--- src/rtl/branch_resolution_unit.sv ---
// rtl/branch_resolution_unit.sv - EX-stage branch resolution with mispredict flush and perf counters
module branch_resolution_unit #(
    parameter int CNT_W = 16
) (
    input  logic             clk,
    input  logic             rst,
    input  logic             stall,
    input  logic             halted,
    input  logic             fetch_valid,
    input  logic [4:0]       opcode_IF,
    input  logic [16:0]      branch_target_IF,
    input  logic [4:0]       opcode_EX,
    input  logic             cond,
    input  logic [16:0]      not_predicted_offset,
    input  logic             cnt_clear,
    output logic             guess_wrong,
    output logic [16:0]      redirect_offset,
    output logic             flush_IF,
    output logic             flush_ID,
    output logic [CNT_W-1:0] branch_count,
    output logic [CNT_W-1:0] mispredict_count
);

    localparam logic [4:0] OP_BT  = 5'd23;
    localparam logic [4:0] OP_BF  = 5'd24;
    localparam logic [4:0] OP_JAL = 5'd25;

    logic pt_IF;
    logic valid_ID;
    logic pt_ID;
    logic valid_EX;
    logic pt_EX;
    logic advance;
    logic is_cond_branch_EX;
    logic res;
    logic taken;

    // Static prediction: backward conditional branches and JAL are taken
    always_comb begin
        pt_IF = 1'b0;
        if ((opcode_IF == OP_BT || opcode_IF == OP_BF) && $signed(branch_target_IF) < 0)
            pt_IF = 1'b1;
        else if (opcode_IF == OP_JAL)
            pt_IF = 1'b1;
    end

    assign advance           = !stall && !halted;
    assign is_cond_branch_EX = (opcode_EX == OP_BT) || (opcode_EX == OP_BF);

    // Resolve only when the EX instruction actually leaves EX this cycle, so a
    // stalled branch is counted and flagged exactly once
    assign res         = valid_EX && advance && is_cond_branch_EX;
    assign taken       = (opcode_EX == OP_BT) ? cond : !cond;
    assign guess_wrong = res && (taken != pt_EX);

    assign redirect_offset = guess_wrong ? not_predicted_offset : 17'd0;
    assign flush_IF        = guess_wrong;
    assign flush_ID        = guess_wrong;

    // Prediction pipeline IF->ID->EX; a mispredict turns the wrong-path slots into bubbles
    always_ff @(posedge clk or posedge rst) begin
        if (rst) begin
            valid_ID <= 1'b0;
            pt_ID    <= 1'b0;
            valid_EX <= 1'b0;
            pt_EX    <= 1'b0;
        end else if (advance) begin
            valid_ID <= guess_wrong ? 1'b0 : fetch_valid;
            pt_ID    <= pt_IF;
            valid_EX <= guess_wrong ? 1'b0 : valid_ID;
            pt_EX    <= pt_ID;
        end
    end

    // Saturating performance counters; clear wins over a same-edge event
    always_ff @(posedge clk or posedge rst) begin
        if (rst) begin
            branch_count     <= '0;
            mispredict_count <= '0;
        end else if (cnt_clear) begin
            branch_count     <= '0;
            mispredict_count <= '0;
        end else begin
            if (res && branch_count != {CNT_W{1'b1}})
                branch_count <= branch_count + CNT_W'(1);
            if (guess_wrong && mispredict_count != {CNT_W{1'b1}})
                mispredict_count <= mispredict_count + CNT_W'(1);
        end
    end

endmodule
--- config.mk ---
export PLATFORM = sky130hd
export DESIGN_NAME = branch_resolution_unit
export DESIGN_NICKNAME = d
export VERILOG_FILES = /design/src/rtl/branch_resolution_unit.sv
export SDC_FILE = /design/constraint.sdc
export NUM_CORES = 1
export LEC_CHECK = 0
export ABC_CLOCK_PERIOD_IN_PS = 3300
export CAP_MARGIN = 25
export CORE_ASPECT_RATIO = 1.2
export CORE_MARGIN = 5
export CORE_UTILIZATION = 44
export CTS_CLUSTER_SIZE = 12
export DETAILED_ROUTE_END_ITERATION = 6
export GPL_ROUTABILITY_DRIVEN = 0
export PLACE_DENSITY = 0.94
export SLEW_MARGIN = 5
export SYNTH_ARGS = -nofsm -noshare
export SYNTH_HDL_FRONTEND = slang
export SYNTH_SLANG_ARGS = --single-unit
--- constraint.sdc ---
create_clock -name clk -period 3.3 [get_ports clk]
set_input_delay 0.495 -clock clk [delete_from_list [all_inputs] [get_ports clk]]
set_output_delay 0.495 -clock clk [all_outputs]
set_load 0.02 [all_outputs]
==> metrics.log, run 1 <==
[metrics] first-pass GRT wire length: 9.58 mm
[metrics] hold worst-path end: pt_EX
[metrics] met2 Use GR: 0.348
[metrics] Power Density: 260 mW/mm²
[metrics] worst-path cell chain: clkdlybuf4s50_1 -> nor4b_4 -> o21a_2 -> o21ai_2 -> inv_1 -> buf_4 -> and2_1 -> clkdlybuf4s50_1
[metrics] slack of the worst reg-to-reg path: 1.19 ns
[metrics] row cnt: 28
[metrics] instance area at placement: 0.00307 mm²
[metrics] final hold slack: 0.505 ns
[metrics] Hold WC Path Type: reg2reg
[metrics] hold path startpoint: pt_ID
[metrics] share of post-route cells with drive strength above 1: 0.0841
[metrics] simple-gate share of the synthesized area: 0.330
[metrics] largest fanout of any net on the critical path: 12
[metrics] switching portion of total power: 0.225
[metrics] Highest Clock Rate: 327 MHz
[metrics] Routed Wire Length: 5.86 mm
[metrics] floorplan die height: 86.8 µm
[metrics] maximum level of the CTS H-tree: 2
[metrics] startpoint of the most critical register-to-register path: mispredict_count[0]
[metrics] overall power of the completed layout: 0.820 mW
[metrics] register cell area after layout: 901 µm²
[metrics] top library cells by usage in the layout, fill and taps aside: 86 x sky130_fd_sc_hd__clkdlybuf4s50_1, 36 x sky130_fd_sc_hd__dfrtp_1, 21 x sky130_fd_sc_hd__nor2_1
[metrics] sequential cell fraction of total power: 0.548
[metrics] GR met3 Demand/Resource: 0.0452
[metrics] relative contribution of the clock network to total power: 0.358
[metrics] number of fill cells in the layout: 423
[metrics] critical path launch point type: input pin
[metrics] Setup Fix Bufs, Post-CTS: 0
[metrics] clk_skew: 0.00689 ns
[metrics] number of port buffers: 86
[metrics] clock transition at the registers of the reported paths: 0.07 ns
[metrics] Bufs on Longest Clock Path: 2
[metrics] gate count after technology mapping: 235
[metrics] minimum setup slack in the final design: 0.240 ns
[metrics] Lkg Pwr: 1.15 nW
[metrics] data arrival time of the critical path: 2.57 ns
[metrics] Post-Synthesis Cell Area: 0.00216 mm²
[metrics] standard cell core area: 0.00487 mm²
[metrics] count of unresolved DRC violations after routing: 0
[metrics] #FFs+latches synth: 36
[metrics] post-synth net total: 288
[metrics] number of failing setup endpoints in the final timing report: 0
[metrics] endpoint of the most critical register-to-register path: mispredict_count[5]
[metrics] share of flip-flops with an asynchronous set or reset after synthesis: 1.00
[metrics] buffers plus inverters on the worst setup path: 4
[metrics] average routed wire per standard cell: 15.4 µm
[metrics] post-layout minimum cycle time: 3.06 ns
[metrics] final antenna diode count: 0
[metrics] met1 Use GR: 0.206
[metrics] most used cell, CP: sky130_fd_sc_hd__clkdlybuf4s50_1
[metrics] area share of the leading cell type in the synthesized netlist: 0.416
[metrics] cell type with the largest total area after synthesis: sky130_fd_sc_hd__dfrtp_1
[metrics] Total Negative Setup Slacks: 0 ns
[metrics] number of buffers created by CTS: 5
[metrics] part of the Yosys area used for sequential elements: 0.416
[metrics] Avg Cell Area, Syn: 9.21 µm²
[metrics] number of clock sinks: 36
[metrics] die area: 0.00643 mm²
[metrics] count of synthesis-stage warnings from yosys: 0
[metrics] 1st-iter DRT viols: 119
[metrics] initial cell density of the core: 0.445
[metrics] share of the clock period used by the worst path after layout: 0.927
[metrics] part of the power in combinational logic: 0.095
[metrics] count of max-cap constraint violations: 0
[metrics] Internal Dissipation: 0.635 mW
[metrics] combinational family with the most area after synthesis: simple AND/OR/NAND/NOR gates
[metrics] unrepaired setup endpoints after global routing: false
[metrics] number of endpoints with negative hold slack in the final report: 0
[metrics] Most Used Layer, Global Route: met2
[metrics] primary flip-flop cell chosen by synthesis mapping: sky130_fd_sc_hd__dfrtp_1
[metrics] TritonRoute pass-1 iters: 4
[metrics] Resized Gates After CTS: 0
[metrics] dpl hpwl: 4.39 mm
[metrics] kind of capture point of the worst setup path: output pin
[metrics] antenna violations before repair: 0
[metrics] number of global-route vias before repair: 2137
[metrics] I/O pin count: 103
[metrics] switching power of the nets: 0.184 mW
[metrics] number of buffers added to fix hold violations after cts: 0
[metrics] Layout Cell Area excl Fill: 0.00315 mm²
[metrics] distinct cell type count of the synthesized netlist: 42
[metrics] Clock Latency Late Sink: 0.29 ns
[metrics] via count of the routed design: 2110
[metrics] Chip Width: 74.0 µm
[metrics] via/cell ratio: 5.54
[metrics] slowest stage cell, crit path: sky130_fd_sc_hd__clkdlybuf4s50_1
[metrics] antenna-violating nets left: 0
[metrics] worst slew margin relative to its limit: 0.429
[metrics] xor/xnor share of the synthesized area: 0.0526
[metrics] largest cells by area after synthesis: sky130_fd_sc_hd__dfrtp_1 42%, sky130_fd_sc_hd__and2_1 4.9%, sky130_fd_sc_hd__xnor2_1 4.9%, sky130_fd_sc_hd__a21oi_1 4.6%, sky130_fd_sc_hd__or4_1 4.2%
[metrics] complex-gate fraction of the synthesized area: 0.133
[metrics] status: completed
[metrics] multiplexer share of the synthesized area: 0.0202
[metrics] DP Worst Slack: 0.239 ns
[metrics] GRT Util Overall: 0.189
[metrics] # nets final: 374
[metrics] family with the most delay on the worst path: buffers and inverters
[metrics] Multi-input gate area: 0.00118 mm²
[metrics] hold depth: 1
[metrics] final-report max-slew violation count: 0
[metrics] slew at the pin closest to its max-slew limit: 0.854 ns
[metrics] area overhead of the layout relative to synthesis: 45.6%
[metrics] largest net degree at the start of global routing: 37
[metrics] clock tree from TritonCTS: done
[metrics] Req. time, crit path: 2.80 ns
[metrics] most common cell after layout, fill and taps aside: sky130_fd_sc_hd__clkdlybuf4s50_1
[metrics] maximum ir drop on the vdd rail: 218 µV
[metrics] Critical Setup Path Class: in2out
[metrics] Clock Tree Root: sky130_fd_sc_hd__clkbuf_8
[metrics] delay contributed by the slowest stage of the critical path: 0.61 ns
[metrics] Synth Area in Adders: 0.0116
[metrics] Post-synth EDFFs: 0
[metrics] overflow left after global routing: 0
[metrics] Worst Reg2Reg Path Length in Cells: 5
==> logic make-up after synthesis <==
kind of cell | count (synthesis)
adders and majority gates | 2
muxes | 4
DFF | 36
buffers and inverters | 16
xor gates and xnor gates | 13
AOI/OAI and AO/OA | 48
and+or+nand+nor | 116
==> power by group through the flow <==
| stage | registers, mW | logic, mW | clock network [mW] |
|---|---|---|---|
| after floorplan | 0.456 | 0.0266 | 0 |
| after global placement | 0.457 | 0.0762 | 0 |
| after detailed placement | 0.457 | 0.0786 | 0 |
| after CTS | 0.449 | 0.0786 | 0.303 |
| after global routing | 0.449 | 0.0848 | 0.322 |
| final | 0.449 | 0.0775 | 0.293 |
==> synthesized netlist by cell type (2+ instances only) <==
master	instances
sky130_fd_sc_hd__mux2_2	3
sky130_fd_sc_hd__nor4b_2	2
sky130_fd_sc_hd__buf_2	3
sky130_fd_sc_hd__o21ai_0	11
sky130_fd_sc_hd__nand4_1	6
sky130_fd_sc_hd__or4_1	12
sky130_fd_sc_hd__nand3_1	10
sky130_fd_sc_hd__clkbuf_1	5
sky130_fd_sc_hd__or3_1	5
sky130_fd_sc_hd__nor2_1	21
sky130_fd_sc_hd__a21oi_1	20
sky130_fd_sc_hd__nand2_1	14
sky130_fd_sc_hd__and3_1	3
sky130_fd_sc_hd__nor4_2	3
sky130_fd_sc_hd__o31ai_1	9
sky130_fd_sc_hd__buf_4	2
sky130_fd_sc_hd__nor2b_1	2
sky130_fd_sc_hd__and4_1	3
sky130_fd_sc_hd__and2_1	17
sky130_fd_sc_hd__or2_2	2
sky130_fd_sc_hd__ha_1	2
sky130_fd_sc_hd__nor3b_1	4
sky130_fd_sc_hd__nor4_1	2
sky130_fd_sc_hd__dfrtp_1	36
sky130_fd_sc_hd__inv_1	4
sky130_fd_sc_hd__nor3_1	6
sky130_fd_sc_hd__xnor2_1	12
sky130_fd_sc_hd__o2111ai_1	2
==> routing by layer <==
metal,part of all wire,up-vias
li1,-,1028
met1,0.39,1017
met2,0.56,61
met3,0.049,4
met4,0.0082,0
met5,0,-
==> metrics by stage <==
step / util / instances
2_1_floorplan: - / 235
3_3_place_gp: 0.631 / 374
3_5_place_dp: 0.631 / 374
4_1_cts: 0.647 / 381
5_1_grt: 0.647 / 381
6_report: 0.647 / 381
==> layout make-up <==
type                    count  area share
well taps                  60      0.0238
multi-input cells         183       0.376
clock buffers               6      0.0230
flip-flops and latches     36       0.286
clock inverters             1     0.00159
inverters                   4     0.00476
repair buffers             91       0.285
==> worst max path at each step <==
stage / from / end / cells after the start
after floorplan: opcode_EX[0] / redirect_offset[10] / 7
after global placement: opcode_EX[0] / redirect_offset[5] / 8
after detailed placement: opcode_EX[0] / redirect_offset[2] / 8
after CTS: opcode_EX[0] / redirect_offset[2] / 8
after global routing: opcode_EX[0] / redirect_offset[3] / 8
final: opcode_EX[0] / redirect_offset[14] / 8
==> flip-flops by register name, indices dropped and copies added (netlist names) <==
signal,flops
pt_EX,1
pt_ID,1
valid_EX,1
valid_ID,1
mispredict_count,16
branch_count,16
No activity file was read; power rests on OpenSTA's default activity.
==> run 2: changes to the inputs <==
==> config.mk (replaced) <==
export PLATFORM = sky130hd
export DESIGN_NAME = branch_resolution_unit
export DESIGN_NICKNAME = d
export VERILOG_FILES = /design/src/rtl/branch_resolution_unit.sv
export SDC_FILE = /design/constraint.sdc
export NUM_CORES = 1
export LEC_CHECK = 0
export ABC_CLOCK_PERIOD_IN_PS = 2900
export CAP_MARGIN = 25
export CORE_ASPECT_RATIO = 1.2
export CORE_MARGIN = 5
export CORE_UTILIZATION = 41
export CTS_CLUSTER_SIZE = 12
export DETAILED_ROUTE_END_ITERATION = 6
export GPL_ROUTABILITY_DRIVEN = 0
export PLACE_DENSITY = 0.89
export SLEW_MARGIN = 20
export SYNTH_ARGS = -nofsm -noshare
export SYNTH_HDL_FRONTEND = slang
export SYNTH_SLANG_ARGS = --single-unit
==> constraint.sdc (replaced) <==
create_clock -name clk -period 2.9 [get_ports clk]
set_input_delay 0.435 -clock clk [delete_from_list [all_inputs] [get_ports clk]]
set_output_delay 0.435 -clock clk [all_outputs]
set_load 0.02 [all_outputs]
==> metrics.log, run 2 (synthesis results as in run 1) <==
[metrics] status: completed
[metrics] number of clock sinks: 36
[metrics] average routed wire per standard cell: 15.0 µm
[metrics] Worst Reg2Reg Path Length in Cells: 5
[metrics] end point of the critical path: flush_ID
[metrics] number of failing setup endpoints in the final timing report: 0
[metrics] Lkg Pwr: 1.33 nW
[metrics] switching power of the nets: 0.213 mW
[metrics] share of the clock period used by the worst path after layout: 0.956
[metrics] via/cell ratio: 5.37
[metrics] most used cell, CP: sky130_fd_sc_hd__clkdlybuf4s50_1
[metrics] part of the power in combinational logic: 0.093
[metrics] CP Depth: 7
[metrics] number of buffers added to fix hold violations after cts: 0
[metrics] final antenna diode count: 0
[metrics] Hold WC Path Type: reg2reg
[metrics] initial cell density of the core: 0.414
[metrics] Clock Latency Late Sink: 0.28 ns
[metrics] endpoint of the most critical register-to-register path: mispredict_count[5]
[metrics] maximum ir drop on the vdd rail: 240 µV
[metrics] slack of the worst reg-to-reg path: 0.87 ns
[metrics] switching portion of total power: 0.215
[metrics] Req. time, crit path: 2.47 ns
[metrics] instance area at placement: 0.00313 mm²
[metrics] Highest Clock Rate: 361 MHz
[metrics] largest fanout of any net on the critical path: 24
[metrics] relative contribution of the clock network to total power: 0.389
[metrics] kind of capture point of the worst setup path: output pin
[metrics] Chip Width: 76.3 µm
[metrics] post-layout minimum cycle time: 2.77 ns
[metrics] number of port buffers: 86
[metrics] area overhead of the layout relative to synthesis: 49.0%
[metrics] Critical Setup Path Class: in2out
[metrics] unrepaired setup endpoints after global routing: false
[metrics] sequential cell fraction of total power: 0.518
[metrics] maximum level of the CTS H-tree: 2
[metrics] number of global-route vias before repair: 2076
[metrics] TritonRoute pass-1 iters: 4
[metrics] Regs by FF count: branch_count: 16 flops, mispredict_count: 16 flops
[metrics] overflow left after global routing: 0
[metrics] antenna-violating nets left: 0
[metrics] count of max-cap constraint violations: 0
[metrics] family with the most delay on the worst path: buffers and inverters
[metrics] floorplan die height: 89.6 µm
[metrics] largest net degree at the start of global routing: 37
[metrics] Clock Tree Root: sky130_fd_sc_hd__clkbuf_8
[metrics] first-pass GRT wire length: 9.92 mm
[metrics] via count of the routed design: 2090
[metrics] critical path launch point type: input pin
[metrics] Internal Dissipation: 0.774 mW
[metrics] standard cell core area: 0.00523 mm²
[metrics] overall power of the completed layout: 0.987 mW
[metrics] clock transition at the registers of the reported paths: 0.07 ns
[metrics] die area: 0.00684 mm²
[metrics] buffers plus inverters on the worst setup path: 4
[metrics] number of endpoints with negative hold slack in the final report: 0
[metrics] dpl hpwl: 4.42 mm
[metrics] row cnt: 29
[metrics] Routed Wire Length: 5.85 mm
[metrics] clock tree from TritonCTS: done
[metrics] I/O pin count: 103
[metrics] startpoint of the most critical register-to-register path: mispredict_count[6]
[metrics] Bufs on Longest Clock Path: 2
[metrics] share of post-route cells with drive strength above 1: 0.104
[metrics] final-report max-slew violation count: 0
[metrics] clk_skew: 0.00500 ns
[metrics] 1st-iter DRT viols: 156
[metrics] count of unresolved DRC violations after routing: 0
[metrics] top library cells by usage in the layout, fill and taps aside: 69 x sky130_fd_sc_hd__clkdlybuf4s50_1, 36 x sky130_fd_sc_hd__dfrtp_1, 21 x sky130_fd_sc_hd__nor2_1
[metrics] antenna violations before repair: 0
[metrics] number of fill cells in the layout: 476
[metrics] worst slew margin relative to its limit: 0.431
[metrics] Power Density: 306 mW/mm²
[metrics] slew at the pin closest to its max-slew limit: 0.846 ns
[metrics] hold path startpoint: pt_ID
[metrics] launch point of the worst path: opcode_EX[1]
[metrics] Layout Cell Area excl Fill: 0.00322 mm²
[metrics] # nets final: 380
[metrics] data arrival time of the critical path: 2.34 ns
[metrics] slowest stage cell, crit path: sky130_fd_sc_hd__clkdlybuf4s50_1
[metrics] delay contributed by the slowest stage of the critical path: 0.61 ns
[metrics] GRT Util Overall: 0.176
[metrics] number of buffers created by CTS: 5
[metrics] most common cell after layout, fill and taps aside: sky130_fd_sc_hd__clkdlybuf4s50_1
[metrics] worst-path cell chain: clkdlybuf4s50_1 -> and4b_2 -> and3_1 -> o21ai_2 -> inv_1 -> buf_12 -> clkdlybuf4s50_1
==> run 2: per-layer routing <==
layer	track usage	vias up	wire, µm
met4	0.0366	0	40
met2	0.329	38	3280
met5	0	-	0
met3	0.0379	4	171
li1	-	1042	-
met1	0.209	1006	2360
==> run 2: cell type report <==
class / count / area (µm²) / share of cell area
Multi-Input combinational cell: 183 / 1180 / 0.367
Timing Repair Buffer: 97 / 950 / 0.295
Sequential cell: 36 / 901 / 0.279
Clock buffer: 7 / 96.3 / 0.0299
Tap cell: 62 / 77.6 / 0.0241
Inverter: 4 / 15.0 / 0.00466
==> run 2: repair_timing <==
item                       CTS  global route
resized for setup           13             4
pin swaps                    0             0
setup buffers                0             0
hold endpoints to repair     0             0
setup endpoints to repair   13             4
==> run 2: worst register-to-register path: stages, from the launching register on <==
cell and delay (ns):
sky130_fd_sc_hd__dfrtp_1 0.46, sky130_fd_sc_hd__and4_1 0.26, sky130_fd_sc_hd__nand4_1 0.24, sky130_fd_sc_hd__nor2_1 0.55, sky130_fd_sc_hd__nor4_1 0.12, sky130_fd_sc_hd__mux2_2 0.29
==> run 2: metrics by stage <==
stage | TNS (ns) | cells | hold WS (ns) | setup slack (ns) | utilization
after floorplan | 0 | 235 | 0.464 | 0.536 | -
after global placement | 0 | 382 | 0.486 | 0.00605 | 0.600
after detailed placement | -0.119 | 382 | 0.501 | -0.0370 | 0.600
after CTS | 0 | 389 | 0.519 | 0.000848 | 0.615
after global routing | 0 | 389 | 0.537 | 0.0265 | 0.617
final | 0 | 389 | 0.512 | 0.128 | 0.617
==> run 2: power by group through the flow <==
| stage | Sequential, mW | Clock (mW) | Combinational, mW |
|---|---|---|---|
| 6_report | 0.511 | 0.384 | 0.0921 |
| 5_1_grt | 0.511 | 0.423 | 0.102 |
| 4_1_cts | 0.511 | 0.398 | 0.0936 |
| 3_5_place_dp | 0.520 | 0 | 0.0939 |
| 3_3_place_gp | 0.520 | 0 | 0.0908 |
| 2_1_floorplan | 0.519 | 0 | 0.0302 |
==> run 2: how the worst min path moves through the flow <==
stage / end / depth (start not counted)
6_report: pt_EX / 1
5_1_grt: pt_EX / 1
4_1_cts: pt_EX / 1
3_5_place_dp: pt_EX / 1
3_3_place_gp: pt_EX / 1
2_1_floorplan: pt_ID / 2
==> run 3: changes to the inputs <==
--- a/config.mk
+++ b/config.mk
@@ -6,7 +6,7 @@
 export NUM_CORES = 1
 export LEC_CHECK = 0
 export ABC_CLOCK_PERIOD_IN_PS = 2900
-export CAP_MARGIN = 25
+export CAP_MARGIN = 20
 export CORE_ASPECT_RATIO = 1.2
 export CORE_MARGIN = 5
 export CORE_UTILIZATION = 41
==> results of run 3 <==
No change in the layout: final DEF, timing and power equal those of run 2.
